**src/rtl/uart_tx_arbiter.sv**
```systemverilog
// Round-robin arbiter sharing one UART transmitter among NREQ byte producers, with a WAIT watchdog.
// Optional per-requester packet lock (req_lock_i) is enabled by defining UART_ARB_LOCK_EN.
module uart_tx_arbiter #(
    parameter int NREQ    = 4,
    parameter int DATA_W  = 8,
    parameter int TIMEOUT = 4096
) (
    input  logic                   sysclk,
    input  logic                   reset,
    input  logic [NREQ-1:0]        req_valid_i,
    input  logic [NREQ*DATA_W-1:0] req_data_i,
`ifdef UART_ARB_LOCK_EN
    input  logic [NREQ-1:0]        req_lock_i,
`endif
    output logic [NREQ-1:0]        req_ready_o,
    output logic [NREQ-1:0]        grant_o,
    output logic                   busy_o,
    output logic                   tx_start_o,
    output logic [DATA_W-1:0]      tx_data_o,
    input  logic                   tx_end_i,
    output logic                   timeout_o
);
    localparam int IDX_W = $clog2(NREQ);
    localparam int CNT_W = (TIMEOUT > 0) ? $clog2(TIMEOUT + 1) : 1;
    localparam logic [CNT_W-1:0] CNT_MAX  = '1;
    localparam logic [CNT_W-1:0] CNT_LAST = (TIMEOUT > 0) ? CNT_W'(TIMEOUT - 1) : '0;
    localparam logic [IDX_W-1:0] IDX_LAST = IDX_W'(NREQ - 1);

    typedef enum logic [1:0] {S_IDLE, S_START, S_WAIT} state_t;

    state_t            state_q, state_d;
    logic [CNT_W-1:0]  cnt_q, cnt_d;
    logic [NREQ-1:0]   grant_q, grant_d;
    logic [IDX_W-1:0]  last_grant_q, last_grant_d;
    logic [DATA_W-1:0] data_q, data_d;
    logic              tx_start_q, tx_start_d;
    logic              timeout_q, timeout_d;
    logic              busy_q, busy_d;
    logic              lock_q, lock_d;

    logic [DATA_W-1:0] req_data [NREQ];
    logic [NREQ-1:0]   lock_bits;
    logic [IDX_W-1:0]  cand;
    logic [IDX_W-1:0]  rr_idx;
    logic              rr_found;
    logic [IDX_W-1:0]  acc_idx;
    logic              accept;
    logic              lock_hold;

    genvar gi;
    generate
        for (gi = 0; gi < NREQ; gi++) begin : g_unpack
            assign req_data[gi] = req_data_i[gi*DATA_W +: DATA_W];
        end
    endgenerate

`ifdef UART_ARB_LOCK_EN
    assign lock_bits = req_lock_i;
`else
    assign lock_bits = '0;
`endif

    // First valid requester after the previous owner, wrapping modulo NREQ.
    always_comb begin
        rr_found = 1'b0;
        rr_idx   = '0;
        cand     = '0;
        for (int off = 1; off <= NREQ; off++) begin
            cand = IDX_W'((int'(last_grant_q) + off) % NREQ);
            if (!rr_found && req_valid_i[cand]) begin
                rr_found = 1'b1;
                rr_idx   = cand;
            end
        end
    end

    // A held lock pins arbitration to the previous owner, even while its valid is low.
    always_comb begin
        lock_hold = lock_q && lock_bits[last_grant_q];
        accept    = 1'b0;
        acc_idx   = rr_idx;
        if (state_q == S_IDLE) begin
            if (lock_hold) begin
                accept  = req_valid_i[last_grant_q];
                acc_idx = last_grant_q;
            end else begin
                accept  = rr_found;
            end
        end
        req_ready_o = '0;
        if (accept) begin
            req_ready_o[acc_idx] = 1'b1;
        end
    end

    always_comb begin
        state_d      = state_q;
        cnt_d        = cnt_q;
        grant_d      = grant_q;
        last_grant_d = last_grant_q;
        data_d       = data_q;
        tx_start_d   = 1'b0;
        timeout_d    = 1'b0;
        busy_d       = busy_q;
        lock_d       = lock_q;
        case (state_q)
            S_IDLE: begin
                if (accept) begin
                    grant_d          = '0;
                    grant_d[acc_idx] = 1'b1;
                    last_grant_d     = acc_idx;
                    data_d           = req_data[acc_idx];
                    lock_d           = lock_bits[acc_idx];
                    tx_start_d       = 1'b1;
                    busy_d           = 1'b1;
                    state_d          = S_START;
                end else if (!lock_hold) begin
                    lock_d = 1'b0;
                end
            end
            S_START: begin
                cnt_d   = '0;
                state_d = S_WAIT;
            end
            S_WAIT: begin
                cnt_d = (cnt_q == CNT_MAX) ? cnt_q : cnt_q + CNT_W'(1);
                if (tx_end_i) begin
                    grant_d = '0;
                    busy_d  = 1'b0;
                    state_d = S_IDLE;
                end else if ((TIMEOUT > 0) && (cnt_q == CNT_LAST)) begin
                    grant_d   = '0;
                    busy_d    = 1'b0;
                    timeout_d = 1'b1;
                    lock_d    = 1'b0;
                    state_d   = S_IDLE;
                end
            end
            default: begin
                grant_d = '0;
                busy_d  = 1'b0;
                state_d = S_IDLE;
            end
        endcase
    end

    always_ff @(posedge sysclk) begin
        if (reset) begin
            state_q      <= S_IDLE;
            cnt_q        <= '0;
            grant_q      <= '0;
            last_grant_q <= IDX_LAST;
            data_q       <= '0;
            tx_start_q   <= 1'b0;
            timeout_q    <= 1'b0;
            busy_q       <= 1'b0;
            lock_q       <= 1'b0;
        end else begin
            state_q      <= state_d;
            cnt_q        <= cnt_d;
            grant_q      <= grant_d;
            last_grant_q <= last_grant_d;
            data_q       <= data_d;
            tx_start_q   <= tx_start_d;
            timeout_q    <= timeout_d;
            busy_q       <= busy_d;
            lock_q       <= lock_d;
        end
    end

    assign grant_o    = grant_q;
    assign busy_o     = busy_q;
    assign tx_start_o = tx_start_q;
    assign tx_data_o  = data_q;
    assign timeout_o  = timeout_q;

endmodule

```
**config.mk**
```make
export PLATFORM = sky130hd
export DESIGN_NAME = uart_tx_arbiter
export DESIGN_NICKNAME = d
export VERILOG_FILES = /design/src/rtl/uart_tx_arbiter.sv
export SDC_FILE = /design/constraint.sdc
export NUM_CORES = 1
export LEC_CHECK = 0
export ABC_CLOCK_PERIOD_IN_PS = 2000
export CAP_MARGIN = 20
export CORE_MARGIN = 4
export CORE_UTILIZATION = 41
export CTS_BUF_LIST = sky130_fd_sc_hd__clkbuf_16
export CTS_CLUSTER_SIZE = 8
export DETAILED_ROUTE_END_ITERATION = 8
export HOLD_SLACK_MARGIN = 0.02
export PLACE_DENSITY_LB_ADDON = 0.08
export SLEW_MARGIN = 40
export SYNTH_ARGS = -nofsm -noshare
export SYNTH_HDL_FRONTEND = slang
export SYNTH_SLANG_ARGS = --single-unit
```
**constraint.sdc**
```tcl
create_clock -name sysclk -period 2 [get_ports sysclk]
set_input_delay 0.4 -clock sysclk [delete_from_list [all_inputs] [get_ports sysclk]]
set_output_delay 0.4 -clock sysclk [all_outputs]
set_load 0.1 [all_outputs]
```
### Word-level counts from Yosys, hierarchy flattened

Cells that the tools add are included.

* register bits after elaboration: 33
* input port bits: 39

* add/subtract/negate cells: 5
* order comparisons: 8
* eq/ne operators: 10
* mux-type cells: 52
* bitwise operators: 4
* reductions and logical operators: 18

Operator list (count)
* one-hot mux 13 bit (2 select lines): 1
* two-way mux 1 bit: 22
* < comparator 2 x 3 -> 1 bit (second input constant): 6
* two-way mux 2 bit: 9
* binary-select mux 8 bit (select 2 bit): 1
* two-way mux 4 bit: 4
* two-way mux 8 bit: 2
* binary-select mux 1 bit (select 2 bit): 7
* adder 13 x 1 -> 13 bit (second input constant): 1
* == test 13 x 12 -> 1 bit (second input constant): 1
* == test 13 bit (second input constant): 1
* two-way mux 13 bit: 1
* one-hot mux 4 bit (3 select lines): 1
* != test 2 bit (second input constant): 4
* != test 3 bit (second input constant): 2
* one-hot mux 2 bit (3 select lines): 1
* AND reduction 2 bit: 3
* logical AND 1 bit: 5
* adder 2 x 1 -> 2 bit (second input constant): 2
* adder 2 bit (second input constant): 2
* AND reduction 4 bit: 1
* nonzero test 2 bit: 2
* >= comparator 3 bit (second input constant): 1
* zero test 1 bit: 3
* other kinds (12): 14

### Logic depth before layout (Yosys ltp)

Gate-level depths: netlist (run 1).

* depth in word-level cells: 21
* gate-level depth with buffers: 7
* gate-level depth less buffers: 6

### Worst setup path before layout (run 1)

OpenSTA, ideal clock, no wires.

* path kind: input to output
* start point: input req_valid_i[3]
* end point: output req_ready_o[1]
* data arrival time: 2116 ps
* data required time: 1600 ps
* setup slack: -516 ps
* stages: 6
* path buffers: 1
* cells stage by stage: and2_4 -> o32a_4 -> and2_4 -> buf_6 -> or3_4 -> inv_1

* cells in the longest elaborated chain, start to end: 19

RTL lines
* start, declared: line 10 `input logic [NREQ-1:0] req_valid_i,`
* binary-select mux 1 bit (select 2 bit): line 70 `if (!rr_found && req_valid_i[cand]) begin`
* two-way mux 1 bit (implied by the code): line 70
* two-way mux 1 bit: line 70
* zero test 1 bit: line 70
* logical AND 1 bit: line 70
* two-way mux 1 bit: line 70
* zero test 1 bit: line 70
* logical AND 1 bit: line 70
* (+3 left out)
* two-way mux 2 bit: line 70
* two-way mux 2 bit: line 83 `if (lock_hold) begin`
* two-way mux 2 bit: line 82 `if (state_q == S_IDLE) begin`
* < comparator 2 x 3 -> 1 bit (implied by the code) / >= comparator 2 x 1 -> 1 bit (equally long branches): line 92 `req_ready_o[acc_idx] = 1'b1;`
* logical AND 1 bit (implied by the code): line 92
* two-way mux 1 bit (implied by the code): line 92
* demux 1 bit (select 2 bit): line 92
* two-way mux 4 bit *: line 91 `if (accept) begin`
* end, declared: line 15 `output logic [NREQ-1:0] req_ready_o,`

Every way passes the cells marked *; elsewhere a longest branch is shown, timed or not. The select of a mux whose other input is x is not followed.

### Worst setup path after layout (run 1)

* start point: register last_grant_q[1]
* end point: output req_ready_o[1]

* cells in the longest elaborated chain, start to end: 20

RTL lines
* start, declared: line 34 `logic [IDX_W-1:0] last_grant_q, last_grant_d;`
* start signal, assigned: line 162 `last_grant_q <= last_grant_d;`
* adder 2 x 1 -> 2 bit: line 69 `cand = IDX_W'((int'(last_grant_q) + off) % NREQ);`
* binary-select mux 1 bit (select 2 bit): line 70
* two-way mux 1 bit (implied by the code): line 70
* two-way mux 1 bit: line 70
* zero test 1 bit: line 70
* logical AND 1 bit: line 70
* two-way mux 1 bit: line 70
* zero test 1 bit: line 70
* (+4 left out)
* two-way mux 2 bit: line 70
* two-way mux 2 bit: line 83
* two-way mux 2 bit: line 82
* < comparator 2 x 3 -> 1 bit (implied by the code) / >= comparator 2 x 1 -> 1 bit (equally long branches): line 92
* logical AND 1 bit (implied by the code): line 92
* two-way mux 1 bit (implied by the code): line 92
* demux 1 bit (select 2 bit): line 92
* two-way mux 4 bit *: line 91

Marks and branches as above.

==> impl_results.rst, run 1 <==
.. list-table::
   :header-rows: 1

   * - Metric
     - Value
   * - Status
     - finished, violations left
   * - Failing checks
     - setup timing
   * - Average via count per standard cell
     - roughly 5.4
   * - Mean routed wirelength per cell
     - 13.79 microns
   * - Buffer cell driving the clock tree root
     - sky130_fd_sc_hd__clkbuf_16
   * - Grt total ovfl
     - 0
   * - TritonCTS Buffers
     - 5
   * - Utilization of the core after routing
     - between 60% and 70%
   * - Clock transition at the register clock pins on the worst setup and hold paths after CTS
     - ~60 ps
   * - Largest clock skew in the final design
     - between 4 and 5 ps
   * - Vias in the first global route
     - ~1,800
   * - VDD IR-drop max
     - about 640 uV
   * - Fin worst setup slack
     - -212.5 ps
   * - CTS H-tree lvls
     - 2
   * - Worst setup path startpoint
     - last_grant_q[1]
   * - Final Wtd Congestion
     - around 0.80
   * - CP Data Required Time
     - 1600 ps
   * - Final Hold Fails
     - 0
   * - Post-Route Hold Slack
     - approximately 460 ps
   * - Relative max-transition margin
     - between 60% and 70%
   * - First-pass iteration count of the detailed router
     - 4
   * - Warnings, synthesis
     - 0
   * - Share of async-settable or async-resettable flops after synthesis
     - 0%
   * - Clock sink count
     - 32
   * - Final Routed Wirelength
     - about 4.7 mm
   * - Data arrival time of the worst path
     - ~1800 ps
   * - Net Count, Synth
     - approximately 240
   * - Max Cap Violations
     - 0
   * - Number of remaining DRC errors
     - 0
   * - Final Setup Violations
     - 4
   * - Sequential-to-total area share from yosys stat
     - 36.29%
   * - Area overhead of the layout relative to synthesis
     - 59.82%
   * - Clock tree from TritonCTS
     - done
   * - Share of the synthesized area in the top cell type
     - a little over a third
   * - Largest net degree at the start of global routing
     - 15
   * - Top cells by instance count after synthesis
     - 32 x sky130_fd_sc_hd__dfxtp_1, 20 x sky130_fd_sc_hd__nor2_1, 17 x sky130_fd_sc_hd__mux2i_1, 15 x sky130_fd_sc_hd__a21oi_1, 14 x sky130_fd_sc_hd__nand2_1
   * - Placed wire-length estimate after detailed placement
     - 3.565 mm
   * - Via total after detailed routing
     - about 1,800
   * - WS Path Type
     - reg -> out
   * - Number of routed nets with antenna violations
     - 0
   * - Number of placed instances with taps included
     - between 300 and 400
   * - Min-Delay Startpoint
     - grant_o[3]
   * - Final count of pins violating max slew
     - 0
   * - Horiz. Die Dim
     - 73.62 microns
   * - Transition time at the pin with the least slew margin
     - 524.1 ps
   * - Core region area
     - between 0.004 and 0.005 sq mm
   * - Part of the cycle the worst path needs
     - 110.6%
   * - Count of cells along the worst hold path
     - 2
   * - First DRT Iteration DRCs
     - slightly above 60
   * - Final non-filler cell total
     - approximately 340
   * - Time the worst path needs with I/O delays and setup
     - between 2000 and 2500 ps
   * - Die area
     - approximately 0.0054 sq mm
   * - Flip-flop and latch count after synthesis
     - 32
   * - Critical Path Source Type
     - flip-flop
   * - Summed negative setup slack over all endpoints
     - -564.8 ps
   * - Achievable clock frequency
     - between 400 and 500 MHz
   * - Cell taking the most area after synthesis
     - sky130_fd_sc_hd__dfxtp_1
   * - Number of inserted diodes
     - 0
   * - Number of hold buffers added after cts
     - 0
   * - Mean instance size in the synthesized netlist
     - slightly below 9 sq um
   * - Fillers
     - 342
   * - Net count of the finished layout
     - about 330
   * - Setup repair after global routing missed its margin
     - yes
   * - Unique masters post-synth
     - 52
   * - Category of the worst setup path capture point
     - output port
   * - Total number of placement rows
     - 23
   * - Cell types occupying the most area after synthesis
     - sky130_fd_sc_hd__dfxtp_1 36%, sky130_fd_sc_hd__mux2i_1 9.6%, sky130_fd_sc_hd__a21oi_1 4.3%
   * - Number of antenna violations at the first check in global routing
     - 0
   * - Share of final-layout standard cells stronger than drive strength 1
     - 31.06%
   * - Startpoint of the worst-slack reg-to-reg timing path
     - cnt_q[0]
   * - Global-route total usage across every layer
     - between 10% and 20%
   * - Insertion delay of the later-clocked pin in the worst-skew pair
     - ~280 ps
   * - Max clock buf depth
     - 2
   * - Hold Crit Class
     - reg -> reg
   * - I/O pins
     - 58
   * - Number of enable flip-flop cells after synthesis
     - 0
   * - Starting density of the core
     - around 43%
   * - Leakage power
     - ~1.1 nW
   * - Post-synthesis cell count
     - slightly above 200
   * - Primary FF master, synth
     - sky130_fd_sc_hd__dfxtp_1
   * - Worst r2r path cells
     - 6
   * - Netlist area before placement
     - 0.001765 sq mm
   * - PD cells
     - 938.6 mW/mm^2
   * - Highest net fanout along the worst path
     - 4
   * - Die height
     - 73.62 microns
   * - IO buf count
     - 57
   * - First-pass GRT wire length
     - ~8.0 mm
   * - Most repeated cell in the gate-level netlist after synthesis
     - sky130_fd_sc_hd__dfxtp_1
per-layer routing:
layer | vias to the layer above | track usage (%) | wire [microns]
li1 | 933 | - | -
met1 | 847 | 21.83 | 1971
met2 | 47 | 31.79 | 2349
met3 | 10 | 6.293 | 329
met4 | 0 | 6.439 | 78
met5 | - | 0 | 0
what timing repair did:
action | in CTS | in global routing
setup buffers | 2 | 2
resized for setup | 18 | 7
setup endpoints to repair | 11 | 10
hold endpoints to repair | 0 | 0
pin swaps | 2 | 5
gates cloned | 0 | 0
per-stage QoR:
stage / cell area, sq um / worst slack [ps] / power (mW)
floorplan: 1794 / -234.8 / 1.433
global placement: 2592 / -535.1 / 1.756
detailed placement: 2592 / -559.3 / 1.759
CTS: 2796 / -217.8 / 2.650
global route: 2821 / -256.9 / 2.760
finish: 2821 / -212.5 / 2.648
critical path: stages (launching register included):
cell	delay, ps
sky130_fd_sc_hd__dfxtp_2	340
sky130_fd_sc_hd__and2_4	140
sky130_fd_sc_hd__o32a_4	300
sky130_fd_sc_hd__and2_4	160
sky130_fd_sc_hd__or3_4	340
sky130_fd_sc_hd__clkinvlp_4	90
sky130_fd_sc_hd__buf_12	160
path summary, 6_finish.rpt:
path               endpoint  slack [ps]
max          req_ready_o[1]        -210
min              grant_o[3]         460
max reg2reg          busy_o         130
min reg2reg      grant_o[3]         460
flip-flops by register name, indices dropped and copies added (netlist names):
register      cells
grant_o           4
timeout_o         1
state_q           2
last_grant_q      2
busy_o            1
cnt_q            13
tx_start_o        1
tx_data_o         8
placed cells by master (no fill, tap or decap), types with 3 or more instances in the layout:
| master | instances |
|---|---|
| sky130_fd_sc_hd__xnor2_1 | 3 |
| sky130_fd_sc_hd__mux2i_1 | 17 |
| sky130_fd_sc_hd__dfxtp_1 | 31 |
| sky130_fd_sc_hd__or3_4 | 4 |
| sky130_fd_sc_hd__nand3b_1 | 7 |
| sky130_fd_sc_hd__a21oi_1 | 14 |
| sky130_fd_sc_hd__or3_1 | 3 |
| sky130_fd_sc_hd__nor2_1 | 20 |
| sky130_fd_sc_hd__nand2_1 | 12 |
| sky130_fd_sc_hd__nor2b_1 | 3 |
| sky130_fd_sc_hd__nor4_1 | 3 |
| sky130_fd_sc_hd__buf_4 | 49 |
| sky130_fd_sc_hd__clkbuf_16 | 5 |
| sky130_fd_sc_hd__o21ai_0 | 3 |
| sky130_fd_sc_hd__clkdlybuf4s50_1 | 34 |
| sky130_fd_sc_hd__buf_12 | 4 |
| sky130_fd_sc_hd__nand2b_1 | 5 |
| sky130_fd_sc_hd__nor3_1 | 4 |
| sky130_fd_sc_hd__o221ai_1 | 6 |
| sky130_fd_sc_hd__nand3_1 | 10 |
| sky130_fd_sc_hd__clkinvlp_4 | 3 |
final cells by class:
class / count / area, sq um / share of cell area (%)
multi-input combinational: 158 / 1114 / 39.47
inverter: 5 / 26.28 / 0.9313
clock inverter: 3 / 42.54 / 1.508
timing repair buffer: 90 / 809.5 / 28.69
tap: 50 / 62.56 / 2.217
sequential: 32 / 641.9 / 22.75
clock buffer: 5 / 125.1 / 4.435
cell families (layout without fill, tap and decap cells):
logic type	Yosys count	after routing	synth area share [%]
fa+ha+maj	1	1	0.7086
xor+xnor	4	4	1.985
buf+inv	14	103	4.181
compound gates	46	46	19.07
mux	17	17	9.638
flops	32	32	36.29
simple gates	90	90	28.14
power breakdown:
group          switching (mW)  total (mW)  internal [mW]
sequential             0.0360       0.731          0.695
clock                   0.283       0.867          0.584
combinational           0.659        1.05          0.392
total                   0.978        2.65           1.67
No activity file was read; power rests on OpenSTA's default activity.
==> inputs of run 2 (changes only) <==
--- a/config.mk
+++ b/config.mk
@@ -12,7 +12,7 @@
 export CTS_BUF_LIST = sky130_fd_sc_hd__clkbuf_16
 export CTS_CLUSTER_SIZE = 8
 export DETAILED_ROUTE_END_ITERATION = 8
-export HOLD_SLACK_MARGIN = 0.02
+export HOLD_SLACK_MARGIN = 0.12
 export PLACE_DENSITY_LB_ADDON = 0.08
 export SLEW_MARGIN = 40
 export SYNTH_ARGS = -nofsm -noshare
==> results of run 2 <==
The final DEF is identical to that of run 1; final timing and power are the same.
